### src/rtl/scc_isa_pkg.sv
// SCC instruction-set field layout and fetch-stage types shared by the front end.
// The pre-decode helpers recognise only what fetch must act on early: B and HALT.
package scc_isa_pkg;

  localparam int unsigned LD1_HI      = 31;
  localparam int unsigned LD1_LO      = 30;
  localparam int unsigned SPECIAL_BIT = 29;
  localparam int unsigned LD2_HI      = 28;
  localparam int unsigned LD2_LO      = 25;
  localparam int unsigned IMM_HI      = 15;
  localparam int unsigned IMM_LO      = 0;

  localparam logic [1:0] CLS_ALU  = 2'b00;
  localparam logic [1:0] CLS_MEM  = 2'b01;
  localparam logic [1:0] CLS_IMM  = 2'b10;
  localparam logic [1:0] CLS_CTRL = 2'b11;

  localparam logic [3:0] LD2_B     = 4'b0000;
  localparam logic [3:0] LD2_BCOND = 4'b0001;
  localparam logic [3:0] LD2_BR    = 4'b0010;

  localparam int unsigned HALT_BIT = 28;
  localparam int unsigned NOP_BIT  = 27;

  typedef enum logic [1:0] {
    FETCH = 2'd0,
    DRAIN = 2'd1,
    HALT  = 2'd2
  } fetch_state_t;

  function automatic logic is_uncond_b(input logic [31:0] w);
    return (w[LD1_HI:LD1_LO] == CLS_CTRL) && !w[SPECIAL_BIT] &&
           (w[LD2_HI:LD2_LO] == LD2_B);
  endfunction

  // Control-class words outside the branch group; bit 28 set and bit 27 clear marks HALT.
  function automatic logic is_halt(input logic [31:0] w);
    logic [3:0] ld2;
    ld2 = w[LD2_HI:LD2_LO];
    return (w[LD1_HI:LD1_LO] == CLS_CTRL) &&
           (ld2 != LD2_B) && (ld2 != LD2_BCOND) && (ld2 != LD2_BR) &&
           w[HALT_BIT] && !w[NOP_BIT];
  endfunction

endpackage

### src/rtl/instr_queue.sv
// Small circular FIFO of fetched {pc, word} pairs with a one-entry lookahead port.
// Storage is not reset; consumers qualify head/next with count.
module instr_queue
  import scc_isa_pkg::*;
#(
  parameter int ADDR_W = 16,
  parameter int QDEPTH = 4,
  parameter int CNT_W  = $clog2(QDEPTH) + 1
) (
  input  logic              clk,
  input  logic              rst_n,
  input  logic              flush,
  input  logic              push,
  input  logic [ADDR_W-1:0] push_pc,
  input  logic [31:0]       push_word,
  input  logic              pop,
  output logic [ADDR_W-1:0] head_pc,
  output logic [31:0]       head_word,
  output logic [31:0]       next_word,
  output logic [CNT_W-1:0]  count
);

  localparam int PTR_W = $clog2(QDEPTH);

  logic [ADDR_W-1:0] pc_mem_q   [QDEPTH];
  logic [31:0]       word_mem_q [QDEPTH];
  logic [PTR_W-1:0]  rd_ptr_q, rd_ptr_d;
  logic [PTR_W-1:0]  wr_ptr_q, wr_ptr_d;
  logic [PTR_W-1:0]  nxt_ptr;
  logic [CNT_W-1:0]  count_q, count_d;

  always_comb begin
    rd_ptr_d = rd_ptr_q;
    wr_ptr_d = wr_ptr_q;
    count_d  = count_q;
    if (flush) begin
      rd_ptr_d = '0;
      wr_ptr_d = '0;
      count_d  = '0;
    end else begin
      if (push) wr_ptr_d = wr_ptr_q + PTR_W'(1);
      if (pop)  rd_ptr_d = rd_ptr_q + PTR_W'(1);
      case ({push, pop})
        2'b10:   count_d = count_q + CNT_W'(1);
        2'b01:   count_d = count_q - CNT_W'(1);
        default: count_d = count_q;
      endcase
    end
  end

  always_ff @(posedge clk or negedge rst_n) begin
    if (!rst_n) begin
      rd_ptr_q <= '0;
      wr_ptr_q <= '0;
      count_q  <= '0;
    end else begin
      rd_ptr_q <= rd_ptr_d;
      wr_ptr_q <= wr_ptr_d;
      count_q  <= count_d;
    end
  end

  // A push into a full queue lands on the slot being popped this same cycle.
  always_ff @(posedge clk) begin
    if (push && !flush) begin
      pc_mem_q[wr_ptr_q]   <= push_pc;
      word_mem_q[wr_ptr_q] <= push_word;
    end
  end

  always_comb begin
    nxt_ptr   = rd_ptr_q + PTR_W'(1);
    head_pc   = pc_mem_q[rd_ptr_q];
    head_word = word_mem_q[rd_ptr_q];
    next_word = word_mem_q[nxt_ptr];
    count     = count_q;
  end

endmodule

### src/rtl/instr_fetch.sv
// SCC fetch stage: one outstanding imem request, queue of fetched words toward ID,
// early redirect on unconditional B, stop at HALT, flush/restart from execute.
module instr_fetch
  import scc_isa_pkg::*;
#(
  parameter int                ADDR_W   = 16,
  parameter logic [ADDR_W-1:0] RESET_PC = '0,
  parameter int                QDEPTH   = 4
) (
  input  logic              clk,
  input  logic              rst_n,
  output logic              imem_req,
  output logic [ADDR_W-1:0] imem_addr,
  input  logic              imem_rvalid,
  input  logic [31:0]       imem_rdata,
  output logic              id_valid,
  input  logic              id_ready,
  output logic [31:0]       Instruction,
  output logic [ADDR_W-1:0] instr_pc,
  output logic [31:0]       Instruction_next,
  output logic              next_valid,
  input  logic              redirect_valid,
  input  logic [ADDR_W-1:0] redirect_pc,
  output logic              halted
);

  localparam int CNT_W = $clog2(QDEPTH) + 1;

  fetch_state_t      state_q, state_d;
  logic              out_q, out_d;
  logic              req_q, req_d;
  logic              halted_q, halted_d;
  logic [ADDR_W-1:0] pc_q, pc_d;
  logic [ADDR_W-1:0] addr_q, addr_d;

  logic [CNT_W-1:0]  count, count_next;
  logic [ADDR_W-1:0] head_pc;
  logic [31:0]       head_word, next_word;
  logic              pop, push, resp_live, resp_halt, issue;
  logic [ADDR_W-1:0] resp_target;
  logic signed [15:0] b_imm;

  instr_queue #(
    .ADDR_W(ADDR_W),
    .QDEPTH(QDEPTH),
    .CNT_W (CNT_W)
  ) u_queue (
    .clk      (clk),
    .rst_n    (rst_n),
    .flush    (redirect_valid),
    .push     (push),
    .push_pc  (pc_q),
    .push_word(imem_rdata),
    .pop      (pop),
    .head_pc  (head_pc),
    .head_word(head_word),
    .next_word(next_word),
    .count    (count)
  );

  // While a request is outstanding pc_q still holds its address, so it doubles as pc_of_req.
  always_comb begin
    id_valid    = (count != '0);
    pop         = id_valid && id_ready && !redirect_valid;
    resp_live   = imem_rvalid && out_q && (state_q == FETCH) && !redirect_valid;
    push        = resp_live;
    resp_halt   = resp_live && is_halt(imem_rdata);
    b_imm       = signed'(imem_rdata[IMM_HI:IMM_LO]);
    resp_target = pc_q + (is_uncond_b(imem_rdata) ? ADDR_W'(b_imm) : ADDR_W'(1));
  end

  always_ff @(posedge clk or negedge rst_n) begin
    if (!rst_n) state_q <= FETCH;
    else        state_q <= state_d;
  end

  always_comb begin
    state_d = state_q;
    if (redirect_valid) begin
      state_d = (out_q && !imem_rvalid) ? DRAIN : FETCH;
    end else begin
      case (state_q)
        FETCH:   if (resp_halt) state_d = HALT;
        DRAIN:   if (imem_rvalid) state_d = FETCH;
        default: state_d = state_q;
      endcase
    end
  end

  // Issue credit counts the slot the new request will fill, so the queue cannot overflow.
  always_comb begin
    count_next = count - CNT_W'(pop) + CNT_W'(push);
    issue      = (state_q == FETCH) && !redirect_valid && !resp_halt &&
                 (!out_q || imem_rvalid) && (count_next < CNT_W'(QDEPTH));

    pc_d = pc_q;
    if (redirect_valid)  pc_d = redirect_pc;
    else if (resp_live)  pc_d = resp_target;

    out_d = out_q;
    if (imem_rvalid) out_d = 1'b0;
    if (issue)       out_d = 1'b1;

    req_d  = issue;
    addr_d = issue ? pc_d : addr_q;

    halted_d = halted_q;
    if (redirect_valid)                    halted_d = 1'b0;
    else if (pop && is_halt(head_word))    halted_d = 1'b1;
  end

  always_ff @(posedge clk or negedge rst_n) begin
    if (!rst_n) begin
      pc_q     <= RESET_PC;
      out_q    <= 1'b0;
      req_q    <= 1'b0;
      addr_q   <= '0;
      halted_q <= 1'b0;
    end else begin
      pc_q     <= pc_d;
      out_q    <= out_d;
      req_q    <= req_d;
      addr_q   <= addr_d;
      halted_q <= halted_d;
    end
  end

  always_comb begin
    imem_req         = req_q;
    imem_addr        = addr_q;
    Instruction      = id_valid ? head_word : '0;
    instr_pc         = id_valid ? head_pc : '0;
    next_valid       = (count >= CNT_W'(2));
    Instruction_next = next_valid ? next_word : '0;
    halted           = halted_q;
  end

endmodule

### config.mk
export PLATFORM = sky130hd
export DESIGN_NAME = instr_fetch
export DESIGN_NICKNAME = d
export VERILOG_FILES = /design/src/rtl/scc_isa_pkg.sv /design/src/rtl/instr_queue.sv /design/src/rtl/instr_fetch.sv
export SDC_FILE = /design/constraint.sdc
export NUM_CORES = 1
export LEC_CHECK = 0
export CORE_MARGIN = 1
export CORE_UTILIZATION = 39
export DETAILED_ROUTE_END_ITERATION = 8
export PLACE_DENSITY = 0.56
export SLEW_MARGIN = 5
export SYNTH_ARGS = -nofsm -noshare
export SYNTH_HDL_FRONTEND = slang
export SYNTH_HIERARCHICAL = 1
export SYNTH_SLANG_ARGS = --single-unit
### constraint.sdc
create_clock -name clk -period 3.7 [get_ports clk]
set_input_delay 0.74 -clock clk [delete_from_list [all_inputs] [get_ports clk]]
set_output_delay 0.74 -clock clk [all_outputs]
set_load 0.01 [all_outputs]
==> results.json, run 1 <==
{
  "endpoint_kind": "primary output",
  "core.rowCount": 61,
  "yosysWarningCount": 6,
  "p_leak_nw": 5.198,
  "insertion_delay_ns": 0.52,
  "die_h_um": 171.8,
  "max-clock-path-buffers": 3,
  "synth_common_cells": "192 x edfxtp_1, 98 x and2_1, 80 x mux4_2",
  "vias": 6895,
  "status": "complete, no violations",
  "synth_top_area_frac": 0.5127,
  "drive_above_1_share": 0.2484,
  "worstMarginPinSlew_ns": 0.7734,
  "fmax_mhz": 287.5,
  "crit_slowest_cell": "dfrtp_4",
  "required_ns": 2.96,
  "drt_iter0_markers": 413,
  "synth.distinct_cells": 56,
  "slew_headroom": 0.4844,
  "crit_fanout": 17,
  "rsz0062_at_grt": "no",
  "root_buffer": "clkbuf_16",
  "skew_ns": 0.008015,
  "ys_ff_latch": 236,
  "final_hold_viol_count": 0,
  "ctsHoldBuffers": 0,
  "nets": 996,
  "worst_slack_ns": 0.2223,
  "vias_per_cell": 5.235,
  "holdWs_ns": 0.2996,
  "power_per_cell_area_nw_per_um2": 502.4,
  "grt_pass1_wl_um": 41190,
  "port_buffers": 152,
  "synth-edff-count": 192,
  "grt_start_max_net_pins": 50,
  "cap_violations": 0,
  "antenna_found_initial": 2,
  "synth_cells": 699,
  "synth.most_common_cell": "edfxtp_1",
  "slew_violations": 0,
  "syn_area_sq_um": 11250,
  "grt.total_usage": 0.1868,
  "grt_pass1_vias": 7113,
  "core_sq_um": 28090,
  "utilization": 0.5194,
  "clk_pin_slew_ns": 0.06,
  "ir_worst_vdd_mv": 0.3363,
  "dieArea_sq_um": 29520,
  "async_flop_share": 0.1864,
  "yosysSeqAreaShare": 0.6106,
  "grt-ovfl-total": 0,
  "pre_cts_ws_ns": -0.7076,
  "clock-sinks": 236,
  "fp.dieW_um": 171.8,
  "ios": 153,
  "cts_max_level": 1,
  "avgSynthCellArea_sq_um": 16.09,
  "wl_per_cell_um": 20.83,
  "first_pass_iters": 4,
  "num-fill-cells": 2367,
  "place.gp.congestion": 0.8472,
  "synth.net_count": 776,
  "drt_wl_total_um": 27440,
  "path_class": "flop to primary output",
  "synth_area_leaders": "edfxtp_1 51%, mux4_2 16%, dfrtp_1 9.8%",
  "arrival_ns": 2.74,
  "finalSetupViolations": 0,
  "crit_path_start_kind": "flop",
  "route.detailed.drc": 0,
  "hp-class": "input port to asynchronous set/reset pin",
  "initial_utilization": 0.4004,
  "fin_crit_ns": 3.478,
  "dp_hpwl_um": 18370,
  "cts_made_buffers": 25,
  "cts_tree": "built",
  "cpPeakStageDelay_ns": 0.64,
  "period_share": 0.9399,
  "yosys_most_used_dff": "edfxtp_1",
  "postRouteAntennaNets": 0,
  "synth_area_leader_cell": "edfxtp_1",
  "syn2layout_area_growth_pct": 29.73,
  "path_cells": "buf_4, mux4_2, and2_1, clkdlybuf4s50_1"
}
layout make-up:
type                            count  area [sq um]  area share
Sequential cell                   236          6874      0.4712
Multi-Input combinational cell    411          4104      0.2813
Timing Repair Buffer              230          2203      0.1510
Clock buffer                       30         664.4     0.04554
Tap cell                          378         473.0     0.03242
Clock inverter                     16         211.5     0.01449
Inverter                           15         56.30    0.003859
Antenna cell                        1         2.502   0.0001715
logic make-up after synthesis:
kind of cell,Yosys count,synth area share
fa+ha+maj,24,0.02804
mux,96,0.1760
simple gates,203,0.09980
xor+xnor,16,0.01246
compound gates,72,0.04106
buf+inv,52,0.03204
flops,236,0.6106
registers in the layout, indices dropped and copies added (netlist names), 2 cells and up:
| signal | count |
|---|---|
| u_queue/word_mem_q | 128 |
| u_queue/pc_mem_q | 64 |
| imem_addr | 16 |
| pc_q | 16 |
| u_queue/count | 3 |
| state_q | 2 |
| u_queue/rd_ptr_q | 2 |
| u_queue/wr_ptr_q | 2 |
report_power, final:
group | total [mW] | switching (mW) | internal, mW
sequential | 3.19 | 0.139 | 3.05
combinational | 1.50 | 0.678 | 0.827
clock | 2.64 | 1.01 | 1.63
metrics by stage:
step / cell area, sq um / total power [mW] / setup TNS (ns) / cells
floorplan: 11260 / 3.933 / 0 / 699
global placement: 13600 / 4.719 / -9.258 / 1264
detailed placement: 13600 / 4.741 / -10.07 / 1264
CTS: 14490 / 7.396 / -0.004881 / 1310
global route: 14590 / 7.637 / 0 / 1316
finish: 14590 / 7.330 / 0 / 1317
per-layer routing:
layer / track usage / wire length [um]
met1: 0.2663 / 12490
met2: 0.3077 / 13310
met3: 0.02370 / 1289
met4: 0.03771 / 336
met5: 0 / 17
worst max-delay path, delay by kind of cell (launching register included):
| family | cells | cell delay, ns |
|---|---|---|
| multiplexers | 1 | 0.56 |
| buffers and inverters | 2 | 0.85 |
| flip-flops | 1 | 0.64 |
| AND/OR/NAND/NOR | 1 | 0.16 |
cell usage in the layout, fill, tap and decap left out, types with 5 or more instances in the layout:
cell type and instances:
nor2_1 22, xnor2_1 8, o21ai_0 10, nand2_1 43
mux4_2 80, a21o_1 7, clkinv_1 5, xor2_1 7
edfxtp_1 192, dfrtp_1 42, clkbuf_16 25, bufinv_16 5
buf_12 7, nor3_1 7, a21oi_1 15, nand3_1 5
ha_1 21, buf_4 70, inv_1 14, mux2_2 10
o21ai_1 11, clkdlybuf4s50_1 147, and2_2 5, and2_1 94
what timing repair did:
action | 4_1_cts | 5_1_grt
endpoints found under the setup margin | 5 | 16
pin swaps | 5 | 8
buffers inserted | 0 | 6
resized for setup | 3 | 13
final timing paths:
path | startpoint | end | slack (ns) | depth (start not counted)
setup / recovery | u_queue/rd_ptr_q[0]$_DFFE_PN0P_ | Instruction[14] | 0.22 | 4
hold / removal | rst_n | imem_addr[10]$_DFFE_PN0P_ | 0.30 | 1
setup reg to reg | u_queue/count[0]$_DFFE_PN0P_ | imem_addr[5]$_DFFE_PN0P_ | 0.76 | 11
hold reg to reg | imem_addr[6]$_DFFE_PN0P_ | imem_addr[6]$_DFFE_PN0P_ | 0.48 | 2
max in group asynchronous | rst_n | u_queue/rd_ptr_q[1]$_DFFE_PN0P_ | 2.67 | 2
min in group clk | imem_addr[6]$_DFFE_PN0P_ | imem_addr[6]$_DFFE_PN0P_ | 0.48 | 2
No activity file was read; power rests on OpenSTA's default activity.
==> run 2, diff against run 1 <==
Settings changed: PLACE_DENSITY 0.56 to 0.65.
==> results.json, run 2 (synthesis results as in run 1) <==
{
  "dp_cells": 1261,
  "num-fill-cells": 2386,
  "startpoint": "imem_rdata[26]",
  "path_class": "input port to flop",
  "skew_ns": 0.01043,
  "fmax_mhz": 279.8,
  "cts_made_buffers": 26,
  "core_sq_um": 28090,
  "antenna_found_initial": 1,
  "stdcell_count": 1309,
  "fin_crit_ns": 3.574,
  "arrival_ns": 3.98,
  "rsz0062_at_grt": "no",
  "met3_length_um": 1420,
  "vias": 6720,
  "dp_hpwl_um": 17270,
  "clk_pin_slew_ns": 0.06,
  "slew_violations": 0,
  "worst_slack_ns": 0.1260,
  "period_share": 0.9660,
  "hp-class": "input port to asynchronous set/reset pin",
  "postRouteAntennaNets": 0,
  "p_leak_nw": 5.153,
  "place.gp.congestion": 0.8540,
  "register_area_sq_um": 6874,
  "ctsHoldBuffers": 0,
  "dieArea_sq_um": 29520,
  "first_pass_iters": 5,
  "crit_fanout": 5,
  "port_buffers": 152,
  "wirelength_met1_um": 11600,
  "total_power_mw": 7.213,
  "grt-ovfl-total": 0,
  "required_ns": 4.11,
  "top_register": "u_queue/word_mem_q",
  "syn2layout_area_growth_pct": 29.44,
  "slew_headroom": 0.3110,
  "wl_per_cell_um": 19.34,
  "largest_registers": "u_queue/word_mem_q: 128 flops, u_queue/pc_mem_q: 64 flops",
  "grt_start_max_net_pins": 60,
  "core.rowCount": 61,
  "grt.total_usage": 0.1747,
  "initial_utilization": 0.4004,
  "drt_wl_total_um": 25320,
  "holdWs_ns": 0.4039,
  "worstMarginPinSlew_ns": 1.033,
  "endpoint_kind": "flop",
  "rr_startpoint": "u_queue/count[0]$_DFFE_PN0P_",
  "ios": 153,
  "nets": 988,
  "vias_per_cell": 5.134,
  "clock-sinks": 236,
  "drt_iter0_markers": 455,
  "fp.dieW_um": 171.8,
  "route.detailed.drc": 0,
  "power_per_cell_area_nw_per_um2": 495.5,
  "cts_tree": "built",
  "largest_reg_flops": 128,
  "rrSetupSlack_ns": 0.71,
  "post_cts_buffers": 0,
  "grt_pass1_vias": 6806,
  "layout_commonest_cell": "edfxtp_1",
  "multi_input_area_sq_um": 4104,
  "crit_path_start_kind": "input port",
  "worstReg2RegEnd": "imem_addr[7]$_DFFE_PN0P_",
  "dr.max_layer_used": "met4",
  "route.met2.wl_um": 12030,
  "reg2reg_depth": 11,
  "ir_worst_vdd_mv": 0.3450,
  "final_cell_mix": "192 x edfxtp_1, 147 x clkdlybuf4s50_1, 94 x and2_1",
  "root_buffer": "clkbuf_16",
  "die_h_um": 171.8,
  "finalSetupViolations": 0,
  "cts_max_level": 1,
  "cap_violations": 0,
  "status": "complete, no violations",
  "drive_above_1_share": 0.2406,
  "num_antenna_cells": 0,
  "pre_cts_ws_ns": -0.7700,
  "grt_pass1_wl_um": 38610,
  "insertion_delay_ns": 0.52,
  "max-clock-path-buffers": 3,
  "final_hold_viol_count": 0
}
-- run 2: power by group --
part,internal (mW),switching (mW),total [mW]
logic,0.820,0.639,1.46
registers,3.05,0.147,3.19
clock network,1.55,1.00,2.56
total,5.42,1.79,7.21
-- run 2: cell type report --
| class | instances | share of cell area |
|---|---|---|
| tap | 378 | 0.03249 |
| multi-input combinational | 411 | 0.2819 |
| inverter | 15 | 0.003868 |
| timing repair buffer | 221 | 0.1496 |
| sequential | 236 | 0.4722 |
| clock buffer | 34 | 0.05106 |
| clock inverter | 14 | 0.008767 |
-- run 2: critical path: stages --
cell	delay, ns
dlygate4sd2_1	0.28
or4_4	0.56
nor3_4	0.16
nand2b_1	0.09
ha_2	0.19
fa_2	0.37
a21o_1	0.23
a311oi_2	0.32
buf_4	0.17
o31ai_1	0.08
a21o_1	0.18
and4_1	0.17
mux2i_2	0.16
o41ai_2	0.28
-- run 2: worst max path at each step --
stage,end,slack [ns],cells after the start
finish,imem_addr[14]$_DFFE_PN0P_,0.13,14
global route,imem_addr[14]$_DFFE_PN0P_,0.01,14
global placement,imem_addr[14]$_DFFE_PN0P_,-0.75,14
CTS,imem_addr[14]$_DFFE_PN0P_,-0.02,14
detailed placement,imem_addr[14]$_DFFE_PN0P_,-0.77,14
floorplan,imem_addr[15]$_DFFE_PN0P_,0.01,12
-- run 2: through the flow --
step	cell area (sq um)	util	setup TNS (ns)
6_report	14560	0.5183	0
2_1_floorplan	11260	-	0
4_1_cts	14530	0.5173	-0.01852
3_3_place_gp	13630	0.4851	-10.81
3_5_place_dp	13630	0.4851	-11.39
5_1_grt	14560	0.5183	0
-- run 2: what timing repair did --
item,4_1_cts,5_1_grt
pin swaps,5,9
endpoints found under the setup margin,10,12
resized for setup,7,7
-- run 2: per-layer routing --
| layer | vias to the layer above | global-route usage |
|---|---|---|
| met5 | - | 0 |
| met3 | 22 | 0.02830 |
| met1 | 3370 | 0.2461 |
| met2 | 190 | 0.2885 |
| li1 | 3138 | - |
| met4 | 0 | 0.03078 |
==> run 3, diff against run 2 <==
Settings changed: MAX_ROUTING_LAYER set to met4, SLEW_MARGIN 5 to 20.
==> results.json, run 3 (synthesis results as in run 1) <==
{
  "crit_buf_inv": 2,
  "cap_violations": 0,
  "wl_per_cell_um": 19.38,
  "path_class": "input port to flop",
  "grt.total_usage": 0.1801,
  "p_leak_nw": 5.154,
  "dp_hpwl_um": 17270,
  "final_cell_mix": "192 x edfxtp_1, 147 x clkdlybuf4s50_1, 94 x and2_1",
  "insertion_delay_ns": 0.52,
  "syn2layout_area_growth_pct": 29.46,
  "grt-busiest-layer": "met2",
  "fmax_mhz": 279.9,
  "drive_above_1_share": 0.2406,
  "initial_utilization": 0.4004,
  "die_h_um": 171.8,
  "layout_commonest_cell": "edfxtp_1",
  "antenna_found_initial": 1,
  "grt_pass1_wl_um": 38690,
  "drt_iter0_markers": 389,
  "port_buffers": 152,
  "endpoint_kind": "flop",
  "drt_wl_total_um": 25360,
  "path_common_cell": "a21o_1",
  "ios": 153,
  "cpPeakStageDelay_ns": 0.56,
  "crit_path_start_kind": "input port",
  "period_share": 0.9654,
  "slew_violations": 0,
  "clock-sinks": 236,
  "status": "complete, no violations",
  "grt_pass1_vias": 6786,
  "ir_worst_vdd_mv": 0.3451,
  "largest_reg_flops": 128,
  "setup_tns_ns": 0,
  "ctsHoldBuffers": 0,
  "path_cells": "dlygate4sd2_1, or4_4, nor3_4, nand2b_1, ha_2, fa_2, a21o_1, a311oi_2, buf_4, o31ai_1, a21o_1, and4_1, mux2i_2, o41ai_2",
  "max-clock-path-buffers": 3,
  "largest_registers": "u_queue/word_mem_q: 128 flops, u_queue/pc_mem_q: 64 flops",
  "grt_util_met1": 0.2473,
  "num_antenna_cells": 0,
  "skew_ns": 0.01180,
  "core_sq_um": 28090,
  "power_per_cell_area_nw_per_um2": 495.7,
  "top_register": "u_queue/word_mem_q",
  "grt_start_max_net_pins": 60,
  "fp.dieW_um": 171.8,
  "cts_made_buffers": 26,
  "worstMarginPinSlew_ns": 0.5900,
  "first_pass_iters": 5,
  "nets": 988,
  "hp-class": "input port to asynchronous set/reset pin",
  "final_hold_viol_count": 0,
  "cts_tree": "built",
  "met2_usage": 0.2885,
  "finalSetupViolations": 0,
  "crit_family": "compound AO/OA/AOI/OAI gates",
  "crit_slowest_cell": "or4_4",
  "required_ns": 4.11,
  "route.detailed.drc": 0,
  "vias_per_cell": 5.150,
  "use_met3": 0.02715,
  "dieArea_sq_um": 29520,
  "arrival_ns": 3.98,
  "total_power_mw": 7.217,
  "place.gp.congestion": 0.8676,
  "vias": 6741,
  "cts_max_level": 1,
  "fin_crit_ns": 3.572,
  "rsz0062_at_grt": "no",
  "postRouteAntennaNets": 0,
  "slew_headroom": 0.6067,
  "crit_fanout": 5,
  "clk_pin_slew_ns": 0.06,
  "stdcell_count": 1309,
  "grt-ovfl-total": 0,
  "dp_cells": 1261,
  "core.rowCount": 61,
  "post_cts_buffers": 0,
  "root_buffer": "clkbuf_16"
}
run 3: report_power, final:
part           switching (mW)  internal (mW)  total [mW]
clock                    1.01           1.55        2.56
combinational           0.639          0.821        1.46
sequential              0.147           3.05        3.19
total                    1.79           5.42        7.22
run 3: routing by layer:
| metal | vias to the layer above | wire (um) | part of all wire |
|---|---|---|---|
| met5 | - | 0 | 0 |
| met4 | 0 | 263 | 0.010 |
| met3 | 22 | 1392 | 0.055 |
| met2 | 193 | 11990 | 0.47 |
| met1 | 3392 | 11720 | 0.46 |
| li1 | 3134 | - | - |
run 3: worst paths after layout:
check / from / cells past startpoint / slack (ns) / endpoint
max: imem_rdata[26] / 14 / 0.13 / imem_addr[14]$_DFFE_PN0P_
min: rst_n / 1 / 0.23 / imem_addr[8]$_DFFE_PN0P_
max reg2reg: u_queue/count[0]$_DFFE_PN0P_ / 11 / 0.72 / imem_addr[7]$_DFFE_PN0P_
min reg2reg: imem_addr[6]$_DFFE_PN0P_ / 2 / 0.49 / imem_addr[6]$_DFFE_PN0P_
max in group asynchronous: rst_n / 1 / 3.02 / u_queue/rd_ptr_q[0]$_DFFE_PN0P_
min in group clk: imem_addr[6]$_DFFE_PN0P_ / 2 / 0.49 / imem_addr[6]$_DFFE_PN0P_
run 3: per-stage QoR:
stage	utilization	cell area, sq um	hold WS, ns	setup slack (ns)
finish	0.5184	14560	0.2327	0.1279
global route	0.5184	14560	0.2647	0.009830
CTS	0.5173	14530	0.4401	-0.01852
detailed placement	0.4851	13630	0.4638	-0.7700
global placement	0.4851	13630	0.4716	-0.7515
floorplan	-	11260	0.4444	0.01191
run 3: timing repair:
item,CTS,global route
endpoints found under the setup margin,10,12
gates cloned,0,0
hold endpoints to repair,0,0
gates resized for setup,7,7
pin swaps,5,9
run 3: area by class of cell:
type                       instances  area, sq um
multi-input combinational        411         4104
timing repair buffer             221         2181
clock inverter                    14        127.6
fill                            2387        13530
clock buffer                      34        743.2
sequential                       236         6874
inverter                          15        56.30
tap                              378        473.0
